==> config.mk <==
export PLATFORM = sky130hd
export DESIGN_NAME = classifier_metrics
export DESIGN_NICKNAME = d
export VERILOG_FILES = /design/src/rtl/classifier_metrics.sv
export SDC_FILE = /design/constraint.sdc
export NUM_CORES = 1
export LEC_CHECK = 0
export ABC_AREA = 1
export ABC_CLOCK_PERIOD_IN_PS = 2900
export CAP_MARGIN = 10
export CORE_AREA = 2 2 127 129
export CTS_CLUSTER_SIZE = 8
export DETAILED_ROUTE_END_ITERATION = 12
export DIE_AREA = 0 0 129 131
export GPL_TIMING_DRIVEN = 1
export HOLD_SLACK_MARGIN = 0.05
export PLACE_DENSITY = 0.8
export SYNTH_ARGS = -nofsm -noshare
export SYNTH_HDL_FRONTEND = slang
export SYNTH_SLANG_ARGS = --single-unit
==> constraint.sdc <==
create_clock -name clk -period 2.9 [get_ports clk]
set_input_delay 0.725 -clock clk [delete_from_list [all_inputs] [get_ports clk]]
set_output_delay 0.725 -clock clk [all_outputs]
set_load 0.03 [all_outputs]
==> src/rtl/classifier_metrics.sv <==
// classifier_metrics: argmax / loss / accuracy bookkeeping for the FC score stream.
// Accepts NUM_CLASSES signed Q8.8 scores per sample plus a one-hot label, then
// reports the predicted class, whether it matched, the per-sample loss, and
// maintains saturating running totals for the training loop.
module classifier_metrics #(
    parameter int NUM_CLASSES = 10,
    parameter int DATA_WIDTH  = 16,
    parameter int LOSS_WIDTH  = 32,
    parameter int COUNT_WIDTH = 16
) (
    input  logic                           clk,
    input  logic                           reset,
    input  logic                           enable,
    input  logic [NUM_CLASSES-1:0]         label,
    input  logic [DATA_WIDTH-1:0]          input_data,
    input  logic                           input_valid,
    input  logic                           clear_stats,
    output logic                           busy,
    output logic [$clog2(NUM_CLASSES)-1:0] pred_class,
    output logic                           pred_valid,
    output logic                           pred_correct,
    output logic [DATA_WIDTH-1:0]          sample_loss,
    output logic [LOSS_WIDTH-1:0]          loss_accum,
    output logic [COUNT_WIDTH-1:0]         correct_count,
    output logic [COUNT_WIDTH-1:0]         sample_count,
    output logic                           classify_done
);

    localparam int CLASS_W = $clog2(NUM_CLASSES);

    typedef enum logic [1:0] {
        IDLE    = 2'd0,
        COLLECT = 2'd1,
        RESOLVE = 2'd2,
        DONE    = 2'd3
    } state_t;

    state_t                        state_r;
    logic [NUM_CLASSES-1:0]        label_r;
    logic [CLASS_W-1:0]            idx_r;
    logic signed [DATA_WIDTH-1:0]  max_r;
    logic [DATA_WIDTH-1:0]         true_val_r;
    logic                          found_r;

    logic                          label_bit_s;
    logic                          pred_label_bit_s;
    logic                          last_idx_s;
    logic                          new_max_s;
    logic [DATA_WIDTH-1:0]         loss_s;
    logic [LOSS_WIDTH:0]           loss_sum_s;
    logic [LOSS_WIDTH-1:0]         loss_next_s;
    logic [COUNT_WIDTH-1:0]        sample_next_s;
    logic [COUNT_WIDTH-1:0]        correct_next_s;

    // Label lookups at the current score index and at the predicted class
    // (explicit mux avoids indexing past NUM_CLASSES with a CLASS_W-bit index).
    always_comb begin
        label_bit_s      = 1'b0;
        pred_label_bit_s = 1'b0;
        for (int i = 0; i < NUM_CLASSES; i++) begin
            label_bit_s      = label_bit_s      | (label_r[i] & (idx_r == CLASS_W'(i)));
            pred_label_bit_s = pred_label_bit_s | (label_r[i] & (pred_class == CLASS_W'(i)));
        end
    end

    // Score comparison, per-sample loss and saturating next values for the totals.
    always_comb begin
        last_idx_s = (idx_r == CLASS_W'(NUM_CLASSES - 1));
        new_max_s  = (idx_r == {CLASS_W{1'b0}}) || ($signed(input_data) > max_r);
        if (found_r) begin
            loss_s = {DATA_WIDTH{1'b1}} - true_val_r;
        end else begin
            loss_s = {DATA_WIDTH{1'b0}};
        end
        loss_sum_s = {1'b0, loss_accum} + {{(LOSS_WIDTH + 1 - DATA_WIDTH){1'b0}}, loss_s};
        if (loss_sum_s[LOSS_WIDTH]) begin
            loss_next_s = {LOSS_WIDTH{1'b1}};
        end else begin
            loss_next_s = loss_sum_s[LOSS_WIDTH-1:0];
        end
        if (sample_count == {COUNT_WIDTH{1'b1}}) begin
            sample_next_s = sample_count;
        end else begin
            sample_next_s = sample_count + COUNT_WIDTH'(1);
        end
        if (pred_label_bit_s && (correct_count != {COUNT_WIDTH{1'b1}})) begin
            correct_next_s = correct_count + COUNT_WIDTH'(1);
        end else begin
            correct_next_s = correct_count;
        end
    end

    // Classification FSM: collects scores, resolves the prediction, holds results.
    always_ff @(posedge clk or negedge reset) begin
        if (!reset) begin
            state_r       <= IDLE;
            label_r       <= {NUM_CLASSES{1'b0}};
            idx_r         <= {CLASS_W{1'b0}};
            max_r         <= {DATA_WIDTH{1'b0}};
            true_val_r    <= {DATA_WIDTH{1'b0}};
            found_r       <= 1'b0;
            busy          <= 1'b0;
            pred_class    <= {CLASS_W{1'b0}};
            pred_valid    <= 1'b0;
            pred_correct  <= 1'b0;
            sample_loss   <= {DATA_WIDTH{1'b0}};
            classify_done <= 1'b0;
        end else begin
            case (state_r)
                IDLE: begin
                    classify_done <= 1'b0;
                    if (enable) begin
                        state_r    <= COLLECT;
                        busy       <= 1'b1;
                        label_r    <= label;
                        idx_r      <= {CLASS_W{1'b0}};
                        max_r      <= {1'b1, {(DATA_WIDTH - 1){1'b0}}};
                        true_val_r <= {DATA_WIDTH{1'b0}};
                        found_r    <= 1'b0;
                        pred_valid <= 1'b0;
                    end else begin
                        state_r <= IDLE;
                        busy    <= 1'b0;
                    end
                end
                COLLECT: begin
                    if (!enable) begin
                        // Abort: nothing from this sample reaches the totals.
                        state_r <= IDLE;
                        busy    <= 1'b0;
                    end else if (input_valid) begin
                        if (new_max_s) begin
                            max_r      <= $signed(input_data);
                            pred_class <= idx_r;
                        end
                        if (label_bit_s && !found_r) begin
                            true_val_r <= input_data;
                            found_r    <= 1'b1;
                        end
                        if (last_idx_s) begin
                            state_r <= RESOLVE;
                        end else begin
                            idx_r <= idx_r + CLASS_W'(1);
                        end
                    end
                end
                RESOLVE: begin
                    sample_loss  <= loss_s;
                    pred_correct <= pred_label_bit_s;
                    pred_valid   <= 1'b1;
                    busy         <= 1'b0;
                    state_r      <= DONE;
                end
                DONE: begin
                    if (!enable) begin
                        state_r       <= IDLE;
                        classify_done <= 1'b0;
                    end else begin
                        classify_done <= 1'b1;
                    end
                end
                default: begin
                    state_r       <= IDLE;
                    busy          <= 1'b0;
                    classify_done <= 1'b0;
                end
            endcase
        end
    end

    // Running totals: clear_stats wins over the RESOLVE update on the same edge.
    always_ff @(posedge clk or negedge reset) begin
        if (!reset) begin
            loss_accum    <= {LOSS_WIDTH{1'b0}};
            correct_count <= {COUNT_WIDTH{1'b0}};
            sample_count  <= {COUNT_WIDTH{1'b0}};
        end else if (clear_stats) begin
            loss_accum    <= {LOSS_WIDTH{1'b0}};
            correct_count <= {COUNT_WIDTH{1'b0}};
            sample_count  <= {COUNT_WIDTH{1'b0}};
        end else if (state_r == RESOLVE) begin
            loss_accum    <= loss_next_s;
            correct_count <= correct_next_s;
            sample_count  <= sample_next_s;
        end
    end

endmodule
==> out/results.tsv, run 1 <==
metric	value	unit
slowest_stage	dfrtp_1	
worstMarginPinSlew	0.534	ns
cp.required	3.21	ns
insertedDiodeCount	0	
overflow	0	
wire_per_inst	15.3	um
critical_path_buf_inv_count	3	
swShare	40.7	%
grt_pass1_wl	38400	um
arrival	2.93	ns
stdcell_area	10500	sq um
async_flop_share	100	%
coreArea	15600	sq um
yosys_warnings	0	
crit_type	flip-flop to flip-flop	
dp_hpwl	16700	um
period_share	90.5	%
combPwrFrac	39.9	%
rrSetupSlack	0.27	ns
cap_viol_max_count	0	
worstPathMaxFanout	10	
setup_viol	0	
r2r-start	found_r$_DFFE_PN0P_	
die-area	16900	sq um
max_stage_delay	0.36	ns
start_kind	flip-flop	
dpl_worst_slack	0.124	ns
std_cell_rows	46	
fin_skew	0.00558	ns
clk_path_buf_depth	2	
drive_above_1_share	6.54	%
whs	0.243	ns
synth_area	8540	sq um
clock-sinks	137	
area_growth	23.2	%
portBuffers	118	
hold_path.class	input pin to asynchronous set/reset pin	
synthTopCellsByArea	dfrtp_1 (40%), nand2_1 (17%), nand3_1 (8.1%), ha_1 (6.2%), inv_1 (4.9%)	
status	completed	
route.vias.total	8268	
grt_max_degree	58	
timing.slew.headroom	64.4	%
rsz0062_at_grt	false	
powerDensity	749	nW/um^2
tritoncts	yes	
seqPwrFrac	33.8	%
p_int	4.67	mW
clk_pin_slew_worst_paths	0.06	ns
drc	0	
final_common_cell	nand2_1	
worst_path_most_repeated_cell	nand2_1	
tns	0	ns
synth_edf_count	0	
ir_drop	0.512	mV
track_usage	28.8	%
synth_seq_cells	137	
setup_slack	0.274	ns
postRouteAntennaNets	0	
die_x	129	um
clock_latency	0.43	ns
cts_max_level	4	
slew_viol_final	0	
die_y	131	um
cts_root_buffer	clkbuf_16	
synth_cell_type_count	54	
cts_made_buffers	17	
yosysTopAreaCellShare	40.2	%
switchingPower	3.20	mW
synthFlopType	dfrtp_1	
endpoint_kind	flip-flop	
first_pass_iters	5	
ios	119	
routed_wl	23100	um
place_congestion	0.946	
avgSynthCellArea	7.32	sq um
grt_pass1_vias	7860	
hold_violations	0	
mostFrequentLayoutCells	nand2_1 (390), nand3_1 (138), dfrtp_1 (137)	
ys_seq_area_share	40.2	%
drt-initial-drc-count	794	
power	7.87	mW
start_util	54.7	%
cp_top_family	simple AND/OR/NAND/NOR gates	
r2r_cells	14	
min_period	2.63	ns
crit_path_cell_trace	clkinvlp_4 -> buf_4 -> nor2_1 -> ha_1 -> nand2_1 -> inv_1 -> a21oi_1 -> nand2_1 -> nand2_1 -> nand3_1 -> nand3_1 -> nand2_1 -> o21ai_0 -> nand2_1	
rr_endpoint	loss_accum[25]$_DFFE_PN0P_	
dpl_cell_area	9950	sq um
pwr-share-clk	26.3	%
syn_nets	1240	
vias_per_cell	5.46	
fin_nets	1361	
yosys.area.top_type	dfrtp_1	
p_leak	5.22	nW
antenna_found_initial	0	
syn_inst	1166	
fmax	381	MHz
## synth_stat cells (all sizes together), types with 3 or more instances
cell	instances
nand2	398
nand3	141
dfrtp	137
inv	115
nor2	97
o21ai	43
ha	42
nand4	34
a21oi	30
nor3	20
clkbuf	18
xor2	18
buf	16
a22o	10
xnor2	8
nor4	6
or2	4
a21o	3
clkinv	3
nor3b	3
## power groups by stage
stage               clock, mW  combinational, mW  sequential (mW)
floorplan                   0               1.80             2.93
global placement            0               3.05             2.67
detailed placement          0               3.11             2.67
CTS                      2.09               3.13             2.65
global route             2.17               3.49             2.71
finish                   2.07               3.14             2.66
## metal layers
metal / global-route usage [%] / vias up / share of wire, %
li1: - / 4051 / -
met1: 39.9 / 3851 / 45
met2: 46.2 / 325 / 46
met3: 5.09 / 41 / 6.0
met4: 9.59 / 0 / 2.0
met5: 0 / - / 0
## per-stage QoR
stage,cells,utilization (%)
5_1_grt,1515,67.4
2_1_floorplan,1166,-
4_1_cts,1515,67.4
3_5_place_dp,1484,63.8
6_report,1515,67.4
3_3_place_gp,1484,63.8
## sequential cells by signal (all words and copies together) (netlist names), named ones only
name and cells:
found_r 1, sample_loss 16, pred_valid 1, busy 1
idx_r 4, loss_accum 32, true_val_r 16, label_r 10
max_r 16, sample_count 16, state_r 1, correct_count 16
pred_correct 1, classify_done 1, pred_class 4
## layout make-up
type,count,area [sq um]
Clock buffer,23,488
Tap cell,216,270
Inverter,118,447
Multi-Input combinational cell,877,4480
Sequential cell,137,3430
Timing Repair Buffer,136,1330
Fill cell,1294,5080
Clock inverter,8,70.1
## worst max path at each step
stage	endpoint	from	cells past startpoint	slack [ns]
after detailed placement	max_r[15]$_DFFE_PN0P_	input_data[3]	16	0.12
final	loss_accum[25]$_DFFE_PN0P_	found_r$_DFFE_PN0P_	14	0.27
after CTS	loss_accum[25]$_DFFE_PN0P_	found_r$_DFFE_PN0P_	14	0.25
after floorplan	loss_accum[6]$_DFFE_PN0P_	found_r$_DFFE_PN0P_	14	0.52
after global placement	max_r[15]$_DFFE_PN0P_	input_data[9]	14	0.20
after global routing	loss_accum[25]$_DFFE_PN0P_	found_r$_DFFE_PN0P_	14	0.007
## cells by family (layout without fill, tap and decap cells)
kind of cell	count (synthesis)	after routing	share of synthesized area (%)
adders and majority gates	43	43	6.39
and+or+nand+nor	708	708	36.2
buffers and inverters	152	285	7.42
DFF	137	137	40.2
xor gates and xnor gates	26	26	2.67
AOI/OAI and AO/OA	100	100	7.15
## timing repair
action                                  CTS  global route
buffers inserted                          0             0
endpoints found under the hold margin     0             0
endpoints found under the setup margin    0             3
hold buffers                              0             0
gates resized for setup                   0             1
## worst reg2reg max path: cells and delay by family, from the launching register on
family,cells,cell delay (ns)
adders and majority gates,1,0.31
and+or+nand+nor,8,1.02
DFF,1,0.36
buffers and inverters,3,0.44
AOI/OAI and AO/OA,2,0.38
(Power assumes the default switching activity.)
==> inputs of run 2 (changes only) <==
--- a/config.mk
+++ b/config.mk
@@ -6,15 +6,15 @@
 export NUM_CORES = 1
 export LEC_CHECK = 0
 export ABC_AREA = 1
-export ABC_CLOCK_PERIOD_IN_PS = 2900
+export ABC_CLOCK_PERIOD_IN_PS = 2250
 export CAP_MARGIN = 10
-export CORE_AREA = 2 2 127 129
+export CORE_AREA = 2 2 134 136
 export CTS_CLUSTER_SIZE = 8
 export DETAILED_ROUTE_END_ITERATION = 12
-export DIE_AREA = 0 0 129 131
+export DIE_AREA = 0 0 136 138
 export GPL_TIMING_DRIVEN = 1
 export HOLD_SLACK_MARGIN = 0.05
-export PLACE_DENSITY = 0.8
+export PLACE_DENSITY = 0.76
 export SYNTH_ARGS = -nofsm -noshare
 export SYNTH_HDL_FRONTEND = slang
 export SYNTH_SLANG_ARGS = --single-unit
==> constraint.sdc (replaced) <==
create_clock -name clk -period 2.25 [get_ports clk]
set_input_delay 0.5625 -clock clk [delete_from_list [all_inputs] [get_ports clk]]
set_output_delay 0.5625 -clock clk [all_outputs]
set_load 0.03 [all_outputs]
==> out/results.tsv, run 2 (synthesis results as in run 1) <==
metric	value	unit
worst_path_most_repeated_cell	nand2_4	
cts_made_buffers	17	
overflow	0	
finalNonFillerCells	1643	
fin_skew	0.00594	ns
clock_latency	0.42	ns
dpl_worst_slack	-0.324	ns
switchingPower	4.61	mW
timing.slew.headroom	66.8	%
hold_path.class	input pin to asynchronous set/reset pin	
fmax	414	MHz
seq_area	3430	sq um
place_congestion	0.921	
track_usage	26.5	%
clk_path_buf_depth	2	
arrival	2.76	ns
start_kind	flip-flop	
max_stage_delay	0.40	ns
powerDensity	931	nW/um^2
tritoncts	yes	
antenna_found_initial	0	
seqPwrFrac	30.9	%
worstPathMaxFanout	8	
worstMarginPinSlew	0.498	ns
p_leak	6.17	nW
largest_reg_flops	32	
clk_pin_slew_worst_paths	0.06	ns
p_int	6.69	mW
route.vias.total	8749	
status	finished with violations	
postRouteAntennaNets	0	
min_period	2.41	ns
violations	negative setup slack	
routed_wl	25300	um
endpoint_kind	flip-flop	
die_x	136	um
cts_max_level	4	
hold_buffers	0	
top_register	loss_accum	
coreArea	17500	sq um
hold_violations	0	
crit_type	flip-flop to flip-flop	
final_common_cell	nand2_1	
combPwrFrac	46.3	%
rsz0062_at_grt	true	
cp.required	2.60	ns
area_growth	42.3	%
grt_pass1_vias	8358	
drive_above_1_share	21.9	%
period_share	107	%
start_util	48.7	%
fin_nets	1476	
slew_viol_final	0	
dp_hpwl	17500	um
mostFrequentLayoutCells	nand2_1 (355), dfrtp_1 (137), nand3_1 (119)	
crit_path_cell_trace	inv_4 -> buf_6 -> nor2_1 -> buf_4 -> ha_4 -> nand2_2 -> nor2_2 -> and2_4 -> nand2_4 -> nand2_4 -> nand3_4 -> buf_8 -> nand3_1 -> nand2_1 -> o21ai_1	
die-area	18800	sq um
wire_per_inst	15.4	um
grt_pass1_wl	40400	um
setup_slack	-0.163	ns
portBuffers	118	
tns	-3.26	ns
first_pass_iters	5	
die_y	138	um
setup_viol	33	
clock-sinks	137	
multi_input_area	5110	sq um
vias_per_cell	5.33	
cap_viol_max_count	0	
insertedDiodeCount	0	
ios	119	
ir_drop	0.702	mV
pwr-share-clk	22.8	%
drc	0	
cts_root_buffer	clkbuf_16	
swShare	40.8	%
std_cell_rows	49	
slowest_stage	dfrtp_1	
drt-initial-drc-count	576	
dp_cells	1593	
fill_cells	1382	
grt_max_degree	48	
## run 2: changes by cell type in the layout (fill, tap and decap cells not counted), moves of 11 or more
cell	before	now
buf_6	1	13
buf_4	17	114
nand2_2	7	33
nand3_2	2	18
nor2_4	0	11
nand3_1	138	119
nand2_1	390	355
nor2_1	87	66
ha_4	0	13
ha_1	42	29
## run 2: power groups by stage
stage | logic [mW] | clock network, mW | registers (mW)
floorplan | 2.32 | 0 | 3.77
global placement | 4.36 | 0 | 3.45
detailed placement | 4.46 | 0 | 3.45
CTS | 4.71 | 2.60 | 3.45
global route | 5.71 | 2.71 | 3.54
finish | 5.23 | 2.58 | 3.49
## run 2: critical path: cells and delay by family, from the launching register on
family,cells,cell delay (ns)
AND/OR/NAND/NOR,9,0.99
buffers and inverters,4,0.59
flip-flops,1,0.40
adder cells (fa/ha/maj),1,0.28
AO/OA/AOI/OAI,1,0.09
## run 2: path summary, 6_finish.rpt
path                                                 start                    endpoint  slack [ns]  depth (start not counted)
worst max register to register         found_r$_DFFE_PN0P_  loss_accum[23]$_DFFE_PN0P_       -0.16                         15
max in group asynchronous                            reset      label_r[3]$_DFFE_PN0P_        1.52                          2
min in group clk                sample_loss[2]$_DFFE_PN0P_  sample_loss[2]$_DFFE_PN0P_        0.47                          2
worst max-delay path                   found_r$_DFFE_PN0P_  loss_accum[23]$_DFFE_PN0P_       -0.16                         15
worst min-delay path                                 reset  sample_loss[1]$_DFFE_PN0P_        0.06                          1
worst min register to register  sample_loss[2]$_DFFE_PN0P_  sample_loss[2]$_DFFE_PN0P_        0.47                          2
## run 2: repair_timing
action	CTS	global route
endpoints found under the hold margin	0	0
pin swaps	19	42
gates cloned	3	0
setup endpoints to repair	32	61
buffers inserted	7	11
resized for setup	67	115
## run 2: layer usage
layer  GRT usage (%)  wire length, um  part of all wire, %  up-vias
li1                -                -                    -     4283
met1            35.6            10900                   43     4122
met2            43.0            12400                   49      287
met3            4.18             1200                  4.7       57
met4            9.87              740                  2.9        0
met5               0                0                    0        -
## run 2: stage by stage
step	hold WS, ns	power [mW]	utilization [%]	instance area [sq um]
2_1_floorplan	0.267	6.09	-	8540
3_3_place_gp	0.464	7.81	61.0	10700
3_5_place_dp	0.465	7.91	61.0	10700
4_1_cts	0.0868	10.8	66.0	11600
5_1_grt	0.102	12.0	69.3	12100
6_report	0.0615	11.3	69.3	12100
## run 2: final cells by class
type / instances / area share [%]
clock inverter: 14 / 0.896
tap: 229 / 2.36
clock buffer: 17 / 3.50
timing repair buffer: 251 / 19.2
sequential: 137 / 28.2
inverter: 118 / 3.67
multi-input combinational: 877 / 42.1
